===== src/rtl/npc_pkg.sv =====
// Shared types and constants for the next-PC sequencer.
// The optional alignment check is enabled by defining ALIGN_CHECK_EN.
package npc_pkg;

  localparam int unsigned XLEN  = 32;
  localparam int unsigned CNT_W = 8;

  localparam logic [XLEN-1:0] RESET_PC_DFLT   = 32'h0040_0000;
  localparam logic [XLEN-1:0] EXC_VECTOR_DFLT = 32'h0040_0004;

  typedef logic [1:0] state_t;
  localparam state_t ST_BOOT  = 2'd0;
  localparam state_t ST_RUN   = 2'd1;
  localparam state_t ST_STALL = 2'd2;

  // Redirect source priority; a larger value wins.
  typedef logic [2:0] pri_t;
  localparam pri_t PRI_NONE = 3'd0;
  localparam pri_t PRI_BR   = 3'd1;
  localparam pri_t PRI_JMP  = 3'd2;
  localparam pri_t PRI_JR   = 3'd3;
  localparam pri_t PRI_ERET = 3'd4;
  localparam pri_t PRI_EXC  = 3'd5;

  typedef struct packed {
    logic            vld;
    pri_t            pri;
    logic [XLEN-1:0] addr;
  } pend_t;

  function automatic logic is_misaligned(input logic [XLEN-1:0] addr);
    return addr[1:0] != 2'b00;
  endfunction

endpackage


===== src/rtl/npc_ctrl_if.sv =====
// Decode/CP0 side to next-PC sequencer bus; addr_err exists only with ALIGN_CHECK_EN.
interface npc_ctrl_if;
  logic [31:0] pc_cur;
  logic        br_taken;
  logic [15:0] br_off;
  logic        jmp;
  logic [25:0] jmp_idx;
  logic        jr;
  logic [31:0] jr_addr;
  logic        eret;
  logic [31:0] epc;
  logic        exc_req;
  logic        stall_req;
  logic [31:0] npc;
  logic        pc_ctr;
  logic        pc_ena;
  logic [31:0] link_addr;
  logic        stall_timeout;
`ifdef ALIGN_CHECK_EN
  logic        addr_err;

  modport master (
    output pc_cur, br_taken, br_off, jmp, jmp_idx, jr, jr_addr, eret, epc, exc_req, stall_req,
    input  npc, pc_ctr, pc_ena, link_addr, stall_timeout, addr_err
  );
  modport slave (
    input  pc_cur, br_taken, br_off, jmp, jmp_idx, jr, jr_addr, eret, epc, exc_req, stall_req,
    output npc, pc_ctr, pc_ena, link_addr, stall_timeout, addr_err
  );
`else
  modport master (
    output pc_cur, br_taken, br_off, jmp, jmp_idx, jr, jr_addr, eret, epc, exc_req, stall_req,
    input  npc, pc_ctr, pc_ena, link_addr, stall_timeout
  );
  modport slave (
    input  pc_cur, br_taken, br_off, jmp, jmp_idx, jr, jr_addr, eret, epc, exc_req, stall_req,
    output npc, pc_ctr, pc_ena, link_addr, stall_timeout
  );
`endif
endinterface


===== src/rtl/npc_target_calc.sv =====
// Combinational sequential/branch/jump target generation; link address equals the sequential target.
module npc_target_calc
  import npc_pkg::*;
(
  input  logic [XLEN-1:0] i_pc_cur,
  input  logic [15:0]     i_br_off,
  input  logic [25:0]     i_jmp_idx,
  output logic [XLEN-1:0] o_seq,
  output logic [XLEN-1:0] o_branch,
  output logic [XLEN-1:0] o_jump,
  output logic [XLEN-1:0] o_link
);

  logic [XLEN-1:0] w_br_disp;

  assign o_seq     = i_pc_cur + XLEN'(4);
  assign w_br_disp = {{14{i_br_off[15]}}, i_br_off, 2'b00};
  assign o_branch  = o_seq + w_br_disp;
  assign o_jump    = {o_seq[31:28], i_jmp_idx, 2'b00};
  assign o_link    = o_seq;

endmodule


===== src/rtl/npc_ctrl.sv =====
// Next-PC sequencer: selects the fetch target, holds redirects across stalls, drives the PC register.
// Define ALIGN_CHECK_EN to trap misaligned jr/eret targets to EXC_VECTOR with an addr_err pulse.
module npc_ctrl
  import npc_pkg::*;
#(
  parameter logic [31:0] RESET_PC   = RESET_PC_DFLT,
  parameter logic [31:0] EXC_VECTOR = EXC_VECTOR_DFLT,
  parameter int unsigned STALL_MAX  = 64
) (
  input  logic       clk,
  input  logic       rst,
  npc_ctrl_if.slave  bus
);

  localparam logic [CNT_W-1:0] STALL_MAX_C = CNT_W'(STALL_MAX);
  localparam logic [CNT_W-1:0] CNT_SAT     = '1;

  logic [XLEN-1:0]  w_seq, w_branch, w_jump, w_link;
  pri_t             w_sel_pri;
  logic [XLEN-1:0]  w_sel_addr;
  state_t           r_state, w_state_nxt;
  logic [XLEN-1:0]  r_npc, w_npc_nxt;
  logic             r_pc_ena, w_pc_ena_nxt;
  logic             r_pc_ctr;
  logic             r_tmo, w_tmo_nxt;
  logic [CNT_W-1:0] r_cnt, w_cnt_nxt;
  pend_t            r_pend, w_pend_nxt;
`ifdef ALIGN_CHECK_EN
  logic             w_sel_mis;
  logic             r_addr_err, w_addr_err_nxt;
`endif

  npc_target_calc u_target (
    .i_pc_cur  (bus.pc_cur),
    .i_br_off  (bus.br_off),
    .i_jmp_idx (bus.jmp_idx),
    .o_seq     (w_seq),
    .o_branch  (w_branch),
    .o_jump    (w_jump),
    .o_link    (w_link)
  );

  // Fixed-priority redirect select
  always_comb begin
    w_sel_pri  = PRI_NONE;
    w_sel_addr = w_seq;
`ifdef ALIGN_CHECK_EN
    w_sel_mis  = 1'b0;
`endif
    if (bus.exc_req) begin
      w_sel_pri  = PRI_EXC;
      w_sel_addr = EXC_VECTOR;
    end else if (bus.eret) begin
      w_sel_pri  = PRI_ERET;
      w_sel_addr = bus.epc;
    end else if (bus.jr) begin
      w_sel_pri  = PRI_JR;
      w_sel_addr = bus.jr_addr;
    end else if (bus.jmp) begin
      w_sel_pri  = PRI_JMP;
      w_sel_addr = w_jump;
    end else if (bus.br_taken) begin
      w_sel_pri  = PRI_BR;
      w_sel_addr = w_branch;
    end
`ifdef ALIGN_CHECK_EN
    // A bad jr/eret target behaves exactly like an exception request
    if ((w_sel_pri == PRI_ERET || w_sel_pri == PRI_JR) && is_misaligned(w_sel_addr)) begin
      w_sel_mis  = 1'b1;
      w_sel_pri  = PRI_EXC;
      w_sel_addr = EXC_VECTOR;
    end
`endif
  end

  // Next-state and registered-output logic
  always_comb begin
    w_state_nxt  = r_state;
    w_npc_nxt    = r_npc;
    w_pc_ena_nxt = 1'b0;
    w_tmo_nxt    = r_tmo;
    w_cnt_nxt    = r_cnt;
    w_pend_nxt   = r_pend;
`ifdef ALIGN_CHECK_EN
    w_addr_err_nxt = 1'b0;
`endif
    case (r_state)
      ST_BOOT: w_state_nxt = ST_RUN;
      ST_RUN: begin
        if (!bus.stall_req) begin
          w_npc_nxt    = w_sel_addr;
          w_pc_ena_nxt = 1'b1;
`ifdef ALIGN_CHECK_EN
          w_addr_err_nxt = w_sel_mis;
`endif
        end else begin
          w_state_nxt = ST_STALL;
          w_cnt_nxt   = '0;
          if (w_sel_pri != PRI_NONE) begin
            w_pend_nxt = '{vld: 1'b1, pri: w_sel_pri, addr: w_sel_addr};
`ifdef ALIGN_CHECK_EN
            w_addr_err_nxt = w_sel_mis;
`endif
          end
        end
      end
      ST_STALL: begin
        if (bus.stall_req) begin
          w_cnt_nxt = (r_cnt == CNT_SAT) ? r_cnt : r_cnt + CNT_W'(1);
          if (w_cnt_nxt > STALL_MAX_C) w_tmo_nxt = 1'b1;
          if (w_sel_pri != PRI_NONE && (!r_pend.vld || w_sel_pri >= r_pend.pri)) begin
            w_pend_nxt = '{vld: 1'b1, pri: w_sel_pri, addr: w_sel_addr};
`ifdef ALIGN_CHECK_EN
            w_addr_err_nxt = w_sel_mis;
`endif
          end
        end else begin
          w_npc_nxt    = r_pend.vld ? r_pend.addr : w_sel_addr;
          w_pc_ena_nxt = 1'b1;
          w_pend_nxt   = '0;
          w_cnt_nxt    = '0;
          w_state_nxt  = ST_RUN;
`ifdef ALIGN_CHECK_EN
          w_addr_err_nxt = !r_pend.vld && w_sel_mis;
`endif
        end
      end
      default: w_state_nxt = ST_BOOT;
    endcase
  end

  always_ff @(posedge clk) begin
    if (rst) begin
      r_state  <= ST_BOOT;
      r_npc    <= RESET_PC;
      r_pc_ctr <= 1'b1;
      r_pc_ena <= 1'b0;
      r_tmo    <= 1'b0;
      r_cnt    <= '0;
      r_pend   <= '0;
`ifdef ALIGN_CHECK_EN
      r_addr_err <= 1'b0;
`endif
    end else begin
      r_state  <= w_state_nxt;
      r_npc    <= w_npc_nxt;
      r_pc_ctr <= 1'b1;
      r_pc_ena <= w_pc_ena_nxt;
      r_tmo    <= w_tmo_nxt;
      r_cnt    <= w_cnt_nxt;
      r_pend   <= w_pend_nxt;
`ifdef ALIGN_CHECK_EN
      r_addr_err <= w_addr_err_nxt;
`endif
    end
  end

  assign bus.npc           = r_npc;
  assign bus.pc_ctr        = r_pc_ctr;
  assign bus.pc_ena        = r_pc_ena;
  assign bus.stall_timeout = r_tmo;
  assign bus.link_addr     = w_link;
`ifdef ALIGN_CHECK_EN
  assign bus.addr_err      = r_addr_err;
`endif

endmodule


===== src/flat_wrapper.sv =====
// flat-port wrapper written by rule: the top's interface ports become plain ports
module npc_ctrl_flat import npc_pkg::*;
#(
  parameter logic [31:0] RESET_PC   = RESET_PC_DFLT,
  parameter logic [31:0] EXC_VECTOR = EXC_VECTOR_DFLT,
  parameter int unsigned STALL_MAX  = 64
)
  (clk, rst, bus_pc_cur, bus_br_taken, bus_br_off, bus_jmp, bus_jmp_idx, bus_jr, bus_jr_addr, bus_eret, bus_epc, bus_exc_req, bus_stall_req, bus_npc, bus_pc_ctr, bus_pc_ena, bus_link_addr, bus_stall_timeout);
  npc_ctrl_if bus_i ();
  input  logic clk;
  input  logic rst;
  input wire logic [$bits(bus_i.pc_cur)-1:0] bus_pc_cur;
  input wire logic [$bits(bus_i.br_taken)-1:0] bus_br_taken;
  input wire logic [$bits(bus_i.br_off)-1:0] bus_br_off;
  input wire logic [$bits(bus_i.jmp)-1:0] bus_jmp;
  input wire logic [$bits(bus_i.jmp_idx)-1:0] bus_jmp_idx;
  input wire logic [$bits(bus_i.jr)-1:0] bus_jr;
  input wire logic [$bits(bus_i.jr_addr)-1:0] bus_jr_addr;
  input wire logic [$bits(bus_i.eret)-1:0] bus_eret;
  input wire logic [$bits(bus_i.epc)-1:0] bus_epc;
  input wire logic [$bits(bus_i.exc_req)-1:0] bus_exc_req;
  input wire logic [$bits(bus_i.stall_req)-1:0] bus_stall_req;
  output wire logic [$bits(bus_i.npc)-1:0] bus_npc;
  output wire logic [$bits(bus_i.pc_ctr)-1:0] bus_pc_ctr;
  output wire logic [$bits(bus_i.pc_ena)-1:0] bus_pc_ena;
  output wire logic [$bits(bus_i.link_addr)-1:0] bus_link_addr;
  output wire logic [$bits(bus_i.stall_timeout)-1:0] bus_stall_timeout;
  assign bus_i.pc_cur = bus_pc_cur;
  assign bus_i.br_taken = bus_br_taken;
  assign bus_i.br_off = bus_br_off;
  assign bus_i.jmp = bus_jmp;
  assign bus_i.jmp_idx = bus_jmp_idx;
  assign bus_i.jr = bus_jr;
  assign bus_i.jr_addr = bus_jr_addr;
  assign bus_i.eret = bus_eret;
  assign bus_i.epc = bus_epc;
  assign bus_i.exc_req = bus_exc_req;
  assign bus_i.stall_req = bus_stall_req;
  assign bus_npc = bus_i.npc;
  assign bus_pc_ctr = bus_i.pc_ctr;
  assign bus_pc_ena = bus_i.pc_ena;
  assign bus_link_addr = bus_i.link_addr;
  assign bus_stall_timeout = bus_i.stall_timeout;
  npc_ctrl #(.RESET_PC(RESET_PC), .EXC_VECTOR(EXC_VECTOR), .STALL_MAX(STALL_MAX)) u_core (.clk(clk), .rst(rst), .bus(bus_i));
endmodule

===== config.mk =====
export PLATFORM = sky130hd
export DESIGN_NAME = npc_ctrl_flat
export DESIGN_NICKNAME = d
export VERILOG_FILES = /design/src/rtl/npc_pkg.sv /design/src/rtl/npc_ctrl_if.sv /design/src/rtl/npc_target_calc.sv /design/src/rtl/npc_ctrl.sv /design/src/flat_wrapper.sv
export SDC_FILE = /design/constraint.sdc
export NUM_CORES = 1
export LEC_CHECK = 0
export ABC_AREA = 1
export CELL_PAD_IN_SITES_DETAIL_PLACEMENT = 1
export CELL_PAD_IN_SITES_GLOBAL_PLACEMENT = 2
export CORE_UTILIZATION = 24
export CTS_CLUSTER_DIAMETER = 120
export DETAILED_ROUTE_END_ITERATION = 10
export PLACE_DENSITY = 0.85
export SYNTH_ARGS = -nofsm -noshare
export SYNTH_HDL_FRONTEND = slang
export SYNTH_SLANG_ARGS = --single-unit

===== constraint.sdc =====
create_clock -name clk -period 4.2 [get_ports clk]
set_input_delay 1.26 -clock clk [delete_from_list [all_inputs] [get_ports clk]]
set_output_delay 1.26 -clock clk [all_outputs]
set_load 0.05 [all_outputs]

# --- After elaboration in Yosys (flattened, before gate mapping) ---
# Cells that the tools add are included.
op_classes:
  n_addsub: 3
  magnitude_cmp: 2
  n_eq_ne: 8
  n_mux: 27
  n_bitwise: 1
  reduce_logical: 13
ops:
  columns: ["op", "n"]
  rows:
  - ["32-bit 2-to-1 mux", 8]
  - ["36-bit 2-to-1 mux", 4]
  - ["36-bit one-hot mux with 2 select lines", 1]
  - ["32-bit one-hot mux with 2 select lines", 1]
  - ["32-bit by 3-bit adder with 32-bit output (second input constant)", 1]
  - ["32-bit adder", 1]
  - ["8-bit 2-to-1 mux", 3]
  - ["8-bit one-hot mux with 2 select lines", 1]
  - ["3-bit 2-to-1 mux", 4]
  - ["8-bit by 1-bit adder with 8-bit output (second input constant)", 1]
  - ["8-bit == test (second input constant)", 1]
  - ["8-bit by 7-bit > comparator with 1-bit output (second input constant)", 1]
  - ["2-bit inequality test (second input constant)", 3]
  - ["2-bit one-hot mux with 3 select lines", 1]
  - ["3-bit AND reduction", 2]
  - ["2-bit 2-to-1 mux", 2]
  - ["2-bit AND reduction", 2]
  - ["4-bit AND reduction", 1]
  - ["2-bit OR reduction", 2]
  - ["3-bit greater-or-equal comparator", 1]
  - ["3-bit by 2-bit inequality test with 1-bit output (second input constant)", 1]
  - ["3-bit nonzero test", 1]
  - ["2-bit by 1-bit == test with 1-bit output (second input constant)", 1]
  - ["2-bit == test (second input constant)", 1]
  - ["8 further kinds", 9]
totals:
  ff_bits: 80
  in_bits: 146
  elab_cells: 62

# --- Logic depth before layout (Yosys ltp) ---
# Gate-level depths: netlist of the first run.
logic_depth:
  depth_word: 11
  depth_mapped: 27

# --- Cells and area by module ---
# From an unflattened synthesis of the first run, not the netlist that was laid out.
hier_totals:
  hier_cells: 1422
  area_unflattened_um2: 8305.5
by_module_without_submodules:
  columns: ["module", "instances", "cells_per_inst", "area_each_um2"]
  rows:
  - ["npc_ctrl", 1, 829, 5041.1]
  - ["npc_target_calc", 1, 593, 3264.4]

# --- Worst setup path before layout of the first run ---
# OpenSTA, ideal clock, no wires.
synth_timing:
  path_kind: "input port to flip-flop"
  start: "input bus_pc_cur[2]"
  end: "register u_core.r_pend[9] (netlist bit)"
  arrival_time_ns: 4.221
  required_time_ns: 4.130
  slack_ns: -0.091
  cell_stages: 20
  path_buffers: 0
  cell_sequence: "ha_1 > nand3_1 > inv_2 > nand2_2 > nor2_2 > xor2_1 > ha_1 > nand2_1 > inv_1 > nand2_1 > nand2_1 > inv_1 > nand2_1 > nand2_1 > nor3b_1 > o21bai_1 > nand2_1 > o211ai_1 > or2_1 > a21oi_1"
synth_between:
  elab_chain_len: 10
  elab_cells_between_ends: 12
  classes_between: "2 x add/sub; 10 x mux"
synth_lines:
  columns: ["item", "line", "text"]
  rows:
  - ["start, declared", "flat_wrapper.sv:12", "input wire logic [$bits(bus_i.pc_cur)-1:0] bus_pc_cur;"]
  - ["32-bit by 3-bit adder with 32-bit output *", "npc_target_calc.sv:16", "assign o_seq = i_pc_cur + XLEN'(4);"]
  - ["net bus_link_addr[8]", "flat_wrapper.sv:26", "output wire logic [$bits(bus_i.link_addr)-1:0] bus_link_addr;"]
  - ["32-bit adder *", "npc_target_calc.sv:18", "assign o_branch = o_seq + w_br_disp;"]
  - ["32-bit 2-to-1 mux *", "npc_ctrl.sv:62", "end else if (bus.br_taken) begin"]
  - ["32-bit 2-to-1 mux *", "npc_ctrl.sv:59", "end else if (bus.jmp) begin"]
  - ["32-bit 2-to-1 mux *", "npc_ctrl.sv:56", "end else if (bus.jr) begin"]
  - ["32-bit 2-to-1 mux *", "npc_ctrl.sv:53", "end else if (bus.eret) begin"]
  - ["32-bit 2-to-1 mux *", "npc_ctrl.sv:50", "if (bus.exc_req) begin"]
  - ["36-bit 2-to-1 mux, on equally long branches", "npc_ctrl.sv:111, npc_ctrl.sv:99", null]
  - ["36-bit 2-to-1 mux, on equally long branches", "npc_ctrl.sv:108, npc_ctrl.sv:90", null]
  - ["36-bit one-hot mux with 2 select lines *", "npc_ctrl.sv:87", "case (r_state)"]
  - ["end signal, assigned", "npc_ctrl.sv:151", "r_pend <= w_pend_nxt;"]
  - ["end, declared", "npc_ctrl.sv:27", "pend_t r_pend, w_pend_nxt;"]
# The timed path passes the listed nets; every way through them passes the cells marked *. The select of a mux whose other input is x is not followed.
# A chain may end at the register's enable or synchronous reset.

# --- Worst setup path in the final report of the first run ---
layout_timing:
  start: "input bus_pc_cur[25]"
  end: "output bus_link_addr[26]"
layout_between:
  elab_chain_len: 1
layout_lines:
  columns: ["item", "line"]
  rows:
  - ["32-bit by 3-bit adder with 32-bit output", "npc_target_calc.sv:16"]
  - ["end, declared", "flat_wrapper.sv:26"]
# Every way passes these cells.

==> results.cfg, run 1 <==
[pwr]
finalPower_mw = 3.30
peakVddDrop_mv = 0.189
leakage_nw = 6.30
powerDensity_mw_per_mm2 = 249

[yosys]
ys.flop_type = dfxtp_1
synthCells = 1420
synth_area_mm2 = 0.00788
synth_edf_count = 0
syn_area_per_cell_um2 = 5.55
synth-async-reset-ratio_pct = 0
syn-num-nets = 1609
ys_warn_count = 0
synth-seq-area-share_pct = 20.3
synthDistinctLibCells = 50
ys_ff_latch = 80

[die]
fp.dieArea_mm2 = 0.0336
coreArea_mm2 = 0.0320
initial_core_util_pct = 24.7
num_rows = 65
pin_count = 213
die_y_um = 183
die_w_um = 183

[sta]
drv_slew = 0
skew_ps = 5.95
rsz0062_at_grt = yes
max-slew-margin-rel_pct = 31.4
worst_pin_slew_ps = 1030
period_share_pct = 98.6
final-hold-violation-count = 0
fmax_mhz = 241
setup_viol = 0
period_needed_ps = 4140
holdWs_ps = 466

[placement]
dp_hpwl_um = 35100
placed_cells = 2254
placed_cell_area_mm2 = 0.0124
place.gp.congestion = 0.928
portBuffers = 211

[worst_setup_path]
criticalPathCategory = in2out
endpoint_kind = primary output
start_kind = input pin
r2r_end = u_core.bus.npc[7]
reg2reg_from = u_core.r_state[0]
worstPathMaxFanout = 4
worstPathArrival_ps = 2880
reg2regPathDepth = 7
reg2reg_slack_ps = 1680
critPathRequiredTime_ps = 2940

[route]
initialDrtViolationCount = 537
drt_wl_total_um = 42100
antenna_left = 0
wl_per_cell_um = 18.5
via_per_inst = 4.81
first_pass_iters = 5
routed-via-count = 10900
drc = 0

[clock_tree]
cts_made_buffers = 9
h-tree-depth = 3
cts_tree = built
cts_sinks = 80
hold_buffers = 0
cts_buffer_depth = 2
clkTransAtPathRegs_ps = 60
clkLatencyLatePin_ps = 340
cts_root_buf = clkbuf_16

[cells_and_area]
nFillCells = 4191
design_area_mm2 = 0.0132
layout_common_cells = nand2_1, buf_4, inv_1, clkdlybuf4s50_1, a21oi_1
antenna_cells = 0
layout_commonest_cell = nand2_1
syn_to_final_growth_pct = 68.1
fin_util_pct = 41.5
fin_nets = 2024
layoutNonFillerInstCount = 2275
drive_gt1_share_pct = 25.3

[hold_path]
hp-class = reg2reg
hold_path_end = u_core.bus.npc[23]
whs_path_depth = 2
min_from = u_core.bus.npc[23]

[global_routing]
grt_usage_pct = 24.8
grt_pass1_wl_um = 63800
grt_pass1_vias = 11400
overflow = 0
antenna_found_initial = 0
grt_max_degree = 41

[flow_run]
cap_violations = 0

[status]
status = finished clean
[synthesized netlist by cell type, types with 2 or more instances]
cell type	instances	share of area (%)
nor2_1	156	7.4
nor3_1	14	0.89
and2_1	2	0.16
nor3_2	2	0.25
nand4_1	15	1.2
xor2_1	14	1.6
o21bai_1	4	0.38
or2_2	5	0.40
buf_1	2	0.095
clkbuf_1	32	1.5
o21ai_0	54	3.4
nand3_1	85	5.4
o21ai_1	2	0.13
buf_4	3	0.29
a22oi_1	2	0.19
o21a_1	2	0.19
a31oi_1	2	0.16
dfxtp_1	80	20
o211ai_1	9	0.86
nor2_2	9	0.71
xnor2_1	4	0.44
o22ai_1	7	0.56
a21oi_1	159	10
nand3b_1	5	0.48
o2111ai_1	4	0.44
inv_1	167	8.0
clkinv_1	3	0.14
nor2_4	3	0.43
nand2_1	486	23
buf_2	13	0.83
a21o_1	4	0.38
nand2_2	7	0.56
inv_2	6	0.29
ha_1	42	6.7
[repair_timing]
item,4_1_cts,5_1_grt
pin swaps,29,17
resized for setup,101,116
buffers inserted,4,1
endpoints found under the setup margin,64,58
gates cloned,0,0
[routing by layer]
| layer | global-route usage, % | part of all wire (%) | up-vias |
|---|---|---|---|
| li1 | - | - | 5369 |
| met1 | 31.7 | 44 | 5153 |
| met2 | 42.1 | 47 | 333 |
| met3 | 2.82 | 4.3 | 88 |
| met4 | 10.5 | 4.4 | 0 |
| met5 | 0 | 0 | - |
[area by class of cell]
type | instances | area, µm² | share of cell area (%)
inverters | 176 | 666 | 5.02
well taps | 435 | 544 | 4.11
clock inverters | 6 | 45.0 | 0.340
flip-flops and latches | 80 | 1600 | 12.1
multi-input cells | 1114 | 6010 | 45.4
clock buffers | 10 | 239 | 1.80
repair buffers | 454 | 4140 | 31.2
[kinds of logic (layout without fill, tap and decap cells)]
| family | Yosys count | after routing | share of synthesized area (%) |
|---|---|---|---|
| fa+ha+maj | 43 | 43 | 6.92 |
| mux | 1 | 1 | 0.127 |
| flops | 80 | 80 | 20.3 |
| simple gates | 794 | 794 | 41.5 |
| buf+inv | 226 | 646 | 11.1 |
| xor+xnor | 20 | 20 | 2.41 |
| other cells | 1 | 1 | 0.0476 |
| compound gates | 255 | 255 | 17.5 |
[worst max-delay path by stage]
stage / cells after the start / startpoint / slack, ps / to
2_1_floorplan: 19 / bus_pc_cur[2] / 160 / u_core.bus.npc[19]
3_3_place_gp: 23 / bus_pc_cur[8] / -780 / u_core.bus.npc[25]
3_5_place_dp: 23 / bus_pc_cur[8] / -830 / u_core.bus.npc[25]
4_1_cts: 11 / bus_pc_cur[8] / 0.8 / bus_link_addr[16]
5_1_grt: 25 / bus_pc_cur[19] / -70 / u_core.bus.npc[26]
6_report: 9 / bus_pc_cur[25] / 60 / bus_link_addr[26]
[flip-flops by register name (all words and copies together), names as in the netlist]
signal                    cells
u_core.r_cnt                  8
u_core.r_pend                36
u_core.bus.npc               32
u_core.r_state                2
u_core.bus.stall_timeout      1
u_core.bus.pc_ena             1
[stage by stage]
| step | worst slack [ps] | setup TNS, ps |
|---|---|---|
| floorplan | 165 | 0 |
| global route | -74.1 | -250 |
| detailed placement | -832 | -33480 |
| global placement | -776 | -29960 |
| CTS | 0.833 | 0 |
| finish | 57.8 | 0 |
[report_power, final]
part,switching (mW),internal (mW)
combinational,0.991,0.694
sequential,0.0421,0.822
clock,0.330,0.417
total,1.36,1.93
[worst max-delay path, stage by stage]
cell	delay, ps
dlygate4sd2_1	320
nand4_1	190
nor3_2	240
nand2_2	120
xor2_4	230
buf_4	170
inv_1	70
buf_4	140
buf_12	140
Power figures use the tool's default switching activity.
==> run 2: changes to the inputs <==
Settings changed: CAP_MARGIN set to 20, CORE_ASPECT_RATIO set to 0.7.
==> run 2 against run 1 <==
  * Clock power up 26%
  * Cell count rose by 0.57%
  * Critical path type unchanged
  * Global-route usage rose by 1.7 points
  * Design area grew 4.2%
  * Combinational power grew 7%
  * Utilization is 1.3 points higher
  * Worst setup slack improved by 11 ps
==> results.cfg, run 2 (same netlist as run 1, synthesis figures left out) <==
[status]
status = finished clean

[clock_tree]
clkTransAtPathRegs_ps = 60
hold_buffers = 0
cts_made_buffers = 9
h-tree-depth = 3
cts_sinks = 80
clkLatencyLatePin_ps = 350
cts_root_buf = clkbuf_16
cts_tree = built
cts_buffer_depth = 2

[worst_setup_path]
crit_family = buffers and inverters
criticalPathCategory = in2out
slowest_stage = clkdlybuf4s15_1
critPathMostFrequentCell = buf_4
path_buf_inv = 8
path_cells = clkdlybuf4s15_1, buf_4, inv_2, nor2_4, buf_12, nand3_4, buf_4, nor3_4, or2_4, nand2_1, inv_2, buf_4, buf_12
endpoint_kind = primary output
worstPathArrival_ps = 2870
worstPathMaxFanout = 3
slowest_delay_ps = 200
start_kind = input pin
critPathRequiredTime_ps = 2940

[global_routing]
grt_pass1_wl_um = 67100
overflow = 0
grt_usage_pct = 26.5
grt_max_degree = 45
antenna_found_initial = 0
grt_pass1_vias = 11100

[pwr]
combPwrFrac_pct = 50.0
sw_frac_of_total_pct = 40.5
p_clk_share_pct = 26.2
finalPower_mw = 3.61
seqPwrFrac_pct = 23.9
powerDensity_mw_per_mm2 = 261
peakVddDrop_mv = 0.192
leakage_nw = 6.50
switching_power_mw = 1.46
power.internal_mw = 2.14

[route]
drt_wl_total_um = 45600
drc = 0
routed-via-count = 11100
first_pass_iters = 5
antenna_left = 0
wl_per_cell_um = 19.9
initialDrtViolationCount = 818
via_per_inst = 4.87

[cells_and_area]
layout_common_cells = nand2_1, buf_4, inv_1, clkdlybuf4s50_1, a21oi_1
layout_commonest_cell = nand2_1
drive_gt1_share_pct = 28.3
syn_to_final_growth_pct = 75.2
regArea_mm2 = 0.00160
nFillCells = 4189
regMostFlops = u_core.r_pend
design_area_mm2 = 0.0138
antenna_cells = 0
multi_input_area_mm2 = 0.00628
largest_reg_flops = 36
fin_nets = 2045

[sta]
period_needed_ps = 4130
period_share_pct = 98.4
skew_ps = 13.0
fmax_mhz = 242
setup_viol = 0
rsz0062_at_grt = yes
final-hold-violation-count = 0
worst_pin_slew_ps = 915
max-slew-margin-rel_pct = 39.0
drv_slew = 0
setup_slack_ps = 68.4

[die]
die_y_um = 154
num_rows = 55
coreArea_mm2 = 0.0323
fp.dieArea_mm2 = 0.0336
pin_count = 213
die_w_um = 219
initial_core_util_pct = 24.4

[flow_run]
cap_violations = 0

[placement]
portBuffers = 211
pre_cts_ws_ps = -967
dp_hpwl_um = 37600
place.gp.congestion = 1.05
placed_cell_area_mm2 = 0.0124

[hold_path]
hp-class = reg2reg
run 2: cell types whose count changed in the layout (fill, tap and decap cells not counted), moves of 9 or more:
cell,previous run,this run
buf_4,245,259
nand2_2,46,55
inv_2,10,20
ha_1,32,19
nand2_1,444,429
ha_4,9,22
inv_1,161,152
run 2: path summary, 6_finish.rpt:
path                startpoint                  endpoint  slack, ps  depth (start not counted)
max              bus_pc_cur[2]         bus_link_addr[29]         70                         13
min          u_core.r_pend[30]         u_core.r_pend[30]        470                          2
max reg2reg    u_core.r_cnt[0]  u_core.bus.stall_timeout       1960                         10
min reg2reg  u_core.r_pend[30]         u_core.r_pend[30]        470                          2
run 2: timing repair:
item,4_1_cts,5_1_grt
setup buffers,8,16
gates resized for setup,124,144
pin swaps,28,36
setup endpoints to repair,77,63
run 2: final cells by class:
type	instances	area share (%)
Clock buffer	9	1.63
Clock inverter	7	0.915
Inverter	176	4.80
Multi-Input combinational cell	1114	45.5
Sequential cell	80	11.6
Tap cell	427	3.87
Timing Repair Buffer	475	31.7
run 2: power groups by stage:
stage,sequential (mW),combinational [mW],clock (mW)
after detailed placement,0.877,1.65,0
after global placement,0.876,1.63,0
after floorplan,0.991,0.676,0
after global routing,0.868,1.92,0.990
final,0.861,1.80,0.943
after CTS,0.862,1.69,0.957
run 2: worst register-to-register path: cells and delay by family (launching register included):
family	cells	cell delay (ps)
AOI/OAI and AO/OA	2	490
muxes	1	250
DFF	1	390
and+or+nand+nor	6	760
adders and majority gates	1	220
run 2: through the flow:
step / util (%) / instances / hold slack [ps] / TNS (ps)
floorplan: - / 1420 / 441 / 0
global placement: 38.5 / 2248 / 450 / -37070
detailed placement: 38.5 / 2248 / 463 / -37410
CTS: 40.9 / 2272 / 471 / 0
global route: 42.8 / 2288 / 481 / -98.2
finish: 42.8 / 2288 / 469 / 0
run 2: metal layers:
layer | routed length [µm] | GRT usage [%] | up-vias
li1 | - | - | 5403
met1 | 22600 | 39.5 | 5421
met2 | 20000 | 41.6 | 300
met3 | 2540 | 3.20 | 20
met4 | 403 | 2.70 | 0
met5 | 0 | 0 | -
==> run 3: changes to the inputs <==
Settings changed: SKIP_LAST_GASP set to 1.
==> run 3 against run 2 <==
  * Sequential share of layout area about the same
  * Design area barely moved
  * Clock-buffer cell count unchanged
  * Global-route usage did not move
  * Total power about the same
  * Die area unchanged
  * Worst setup slack unchanged
  * Critical endpoint unchanged
  * Largest cell class unchanged
  * Largest power group unchanged
==> results.cfg, run 3 (same netlist as run 1, synthesis figures left out) <==
[clock_tree]
clkLatencyLatePin_ps = 350
clkTransAtPathRegs_ps = 60
cts_sinks = 80
h-tree-depth = 3
cts_made_buffers = 9
cts_root_buf = clkbuf_16
hold_buffers = 0
cts_tree = built
cts_buffer_depth = 2

[worst_setup_path]
reg2reg_from = u_core.r_cnt[0]
path_buf_inv = 8
worstPathMaxFanout = 3
r2r_end = u_core.bus.stall_timeout
slowest_stage = clkdlybuf4s15_1
endpoint_kind = primary output
slowest_delay_ps = 200
reg2reg_slack_ps = 1960
criticalPathCategory = in2out
crit_family = buffers and inverters
worstPathArrival_ps = 2870
reg2regPathDepth = 10
crit_path_start = bus_pc_cur[2]
start_kind = input pin
critPathMostFrequentCell = buf_4
path_cells = clkdlybuf4s15_1, buf_4, inv_2, nor2_4, buf_12, nand3_4, buf_4, nor3_4, or2_4, nand2_1, inv_2, buf_4, buf_12
critPathRequiredTime_ps = 2940

[pwr]
power.internal_mw = 2.14
leakage_nw = 6.50
powerDensity_mw_per_mm2 = 261
seqPwrFrac_pct = 23.9
combPwrFrac_pct = 49.9
sw_frac_of_total_pct = 40.5
peakVddDrop_mv = 0.192
p_clk_share_pct = 26.2
switching_power_mw = 1.46

[cells_and_area]
layout_commonest_cell = nand2_1
regArea_mm2 = 0.00160
fin_nets = 2045
layout_common_cells = nand2_1, buf_4, inv_1, clkdlybuf4s50_1, a21oi_1
antenna_cells = 0
syn_to_final_growth_pct = 75.2
multi_input_area_mm2 = 0.00627
largest_reg_flops = 36
design_area_mm2 = 0.0138
drive_gt1_share_pct = 28.2
fin_util_pct = 42.8
regMostFlops = u_core.r_pend
nFillCells = 4189

[sta]
fmax_mhz = 242
setup_viol = 0
period_share_pct = 98.4
final-hold-violation-count = 0
holdWs_ps = 469
period_needed_ps = 4130
drv_slew = 0
worst_pin_slew_ps = 912
rsz0062_at_grt = yes
setup_slack_ps = 68.4
skew_ps = 12.8
max-slew-margin-rel_pct = 39.2

[die]
num_rows = 55
die_w_um = 219
die_y_um = 154
coreArea_mm2 = 0.0323
initial_core_util_pct = 24.4
fp.dieArea_mm2 = 0.0336
pin_count = 213

[placement]
dp_hpwl_um = 37600
pre_cts_ws_ps = -967
portBuffers = 211
placed_cell_area_mm2 = 0.0124
place.gp.congestion = 1.05

[global_routing]
grt_usage_pct = 26.5
overflow = 0
grt_pass1_vias = 11100
antenna_found_initial = 0
grt_pass1_wl_um = 67100
grt_max_degree = 45

[route]
drc = 0
via_per_inst = 4.87
antenna_left = 0
first_pass_iters = 5
routed-via-count = 11100
wl_per_cell_um = 19.9
drt_wl_total_um = 45600
initialDrtViolationCount = 814

[flow_run]
cap_violations = 0

[status]
status = finished clean

[hold_path]
min_from = u_core.r_pend[30]
hold_path_end = u_core.r_pend[30]
hp-class = reg2reg
whs_path_depth = 2
-- run 3: cell types whose count changed in the layout (fill, tap and decap cells not counted) --
cell and change:
inv_1 +1, nand2_1 +1, nand2_2 -1, inv_2 -1
-- run 3: through the flow --
step / TNS (ps) / instances / power [mW]
after floorplan: 0 / 1420 / 1.67
after global placement: -37070 / 2248 / 2.50
after detailed placement: -37410 / 2248 / 2.52
after CTS: 0 / 2272 / 3.51
after global routing: -216 / 2288 / 3.78
final: 0 / 2288 / 3.61
-- run 3: area by class of cell --
type,instances,area share [%]
Clock buffer,9,1.63
Clock inverter,7,0.916
Inverter,176,4.80
Multi-Input combinational cell,1114,45.5
Sequential cell,80,11.6
Tap cell,427,3.87
Timing Repair Buffer,475,31.7
-- run 3: worst max-delay path by stage --
stage | end | slack (ps) | cells after the start
2_1_floorplan | u_core.bus.npc[19] | 160 | 19
3_5_place_dp | u_core.bus.npc[29] | -970 | 24
4_1_cts | bus_link_addr[29] | 30 | 11
5_1_grt | u_core.bus.npc[24] | -50 | 24
3_3_place_gp | u_core.bus.npc[29] | -1030 | 24
6_report | bus_link_addr[29] | 70 | 13
-- run 3: power by group through the flow --
| stage | Combinational (mW) | Sequential, mW | Clock, mW |
|---|---|---|---|
| global route | 1.92 | 0.868 | 0.990 |
| floorplan | 0.676 | 0.991 | 0 |
| CTS | 1.69 | 0.862 | 0.957 |
| detailed placement | 1.65 | 0.877 | 0 |
| global placement | 1.63 | 0.876 | 0 |
| finish | 1.80 | 0.861 | 0.943 |
-- run 3: layer usage --
layer  track usage, %  vias up  wire length [µm]
met1             39.5     5421             22600
met2             41.6      300             20000
li1                 -     5404                 -
met4             2.70        0               403
met5                0        -                 0
met3             3.20       20              2550
-- run 3: worst register-to-register path, cell delays in order, from the launching register on --
cell     delay [ps]
dfxtp_1         390
ha_1            220
nand2_1          80
nor2_1          130
nand2_1         100
nor2_1          160
nand2_1         220
mux2i_1         250
nand2_1          70
o41ai_1         380
a21oi_1         110
-- run 3: repair_timing --
| item | in CTS | in global routing |
|---|---|---|
| setup buffers | 8 | 16 |
| setup endpoints to repair | 77 | 63 |
| pin swaps | 28 | 36 |
| gates resized for setup | 124 | 142 |
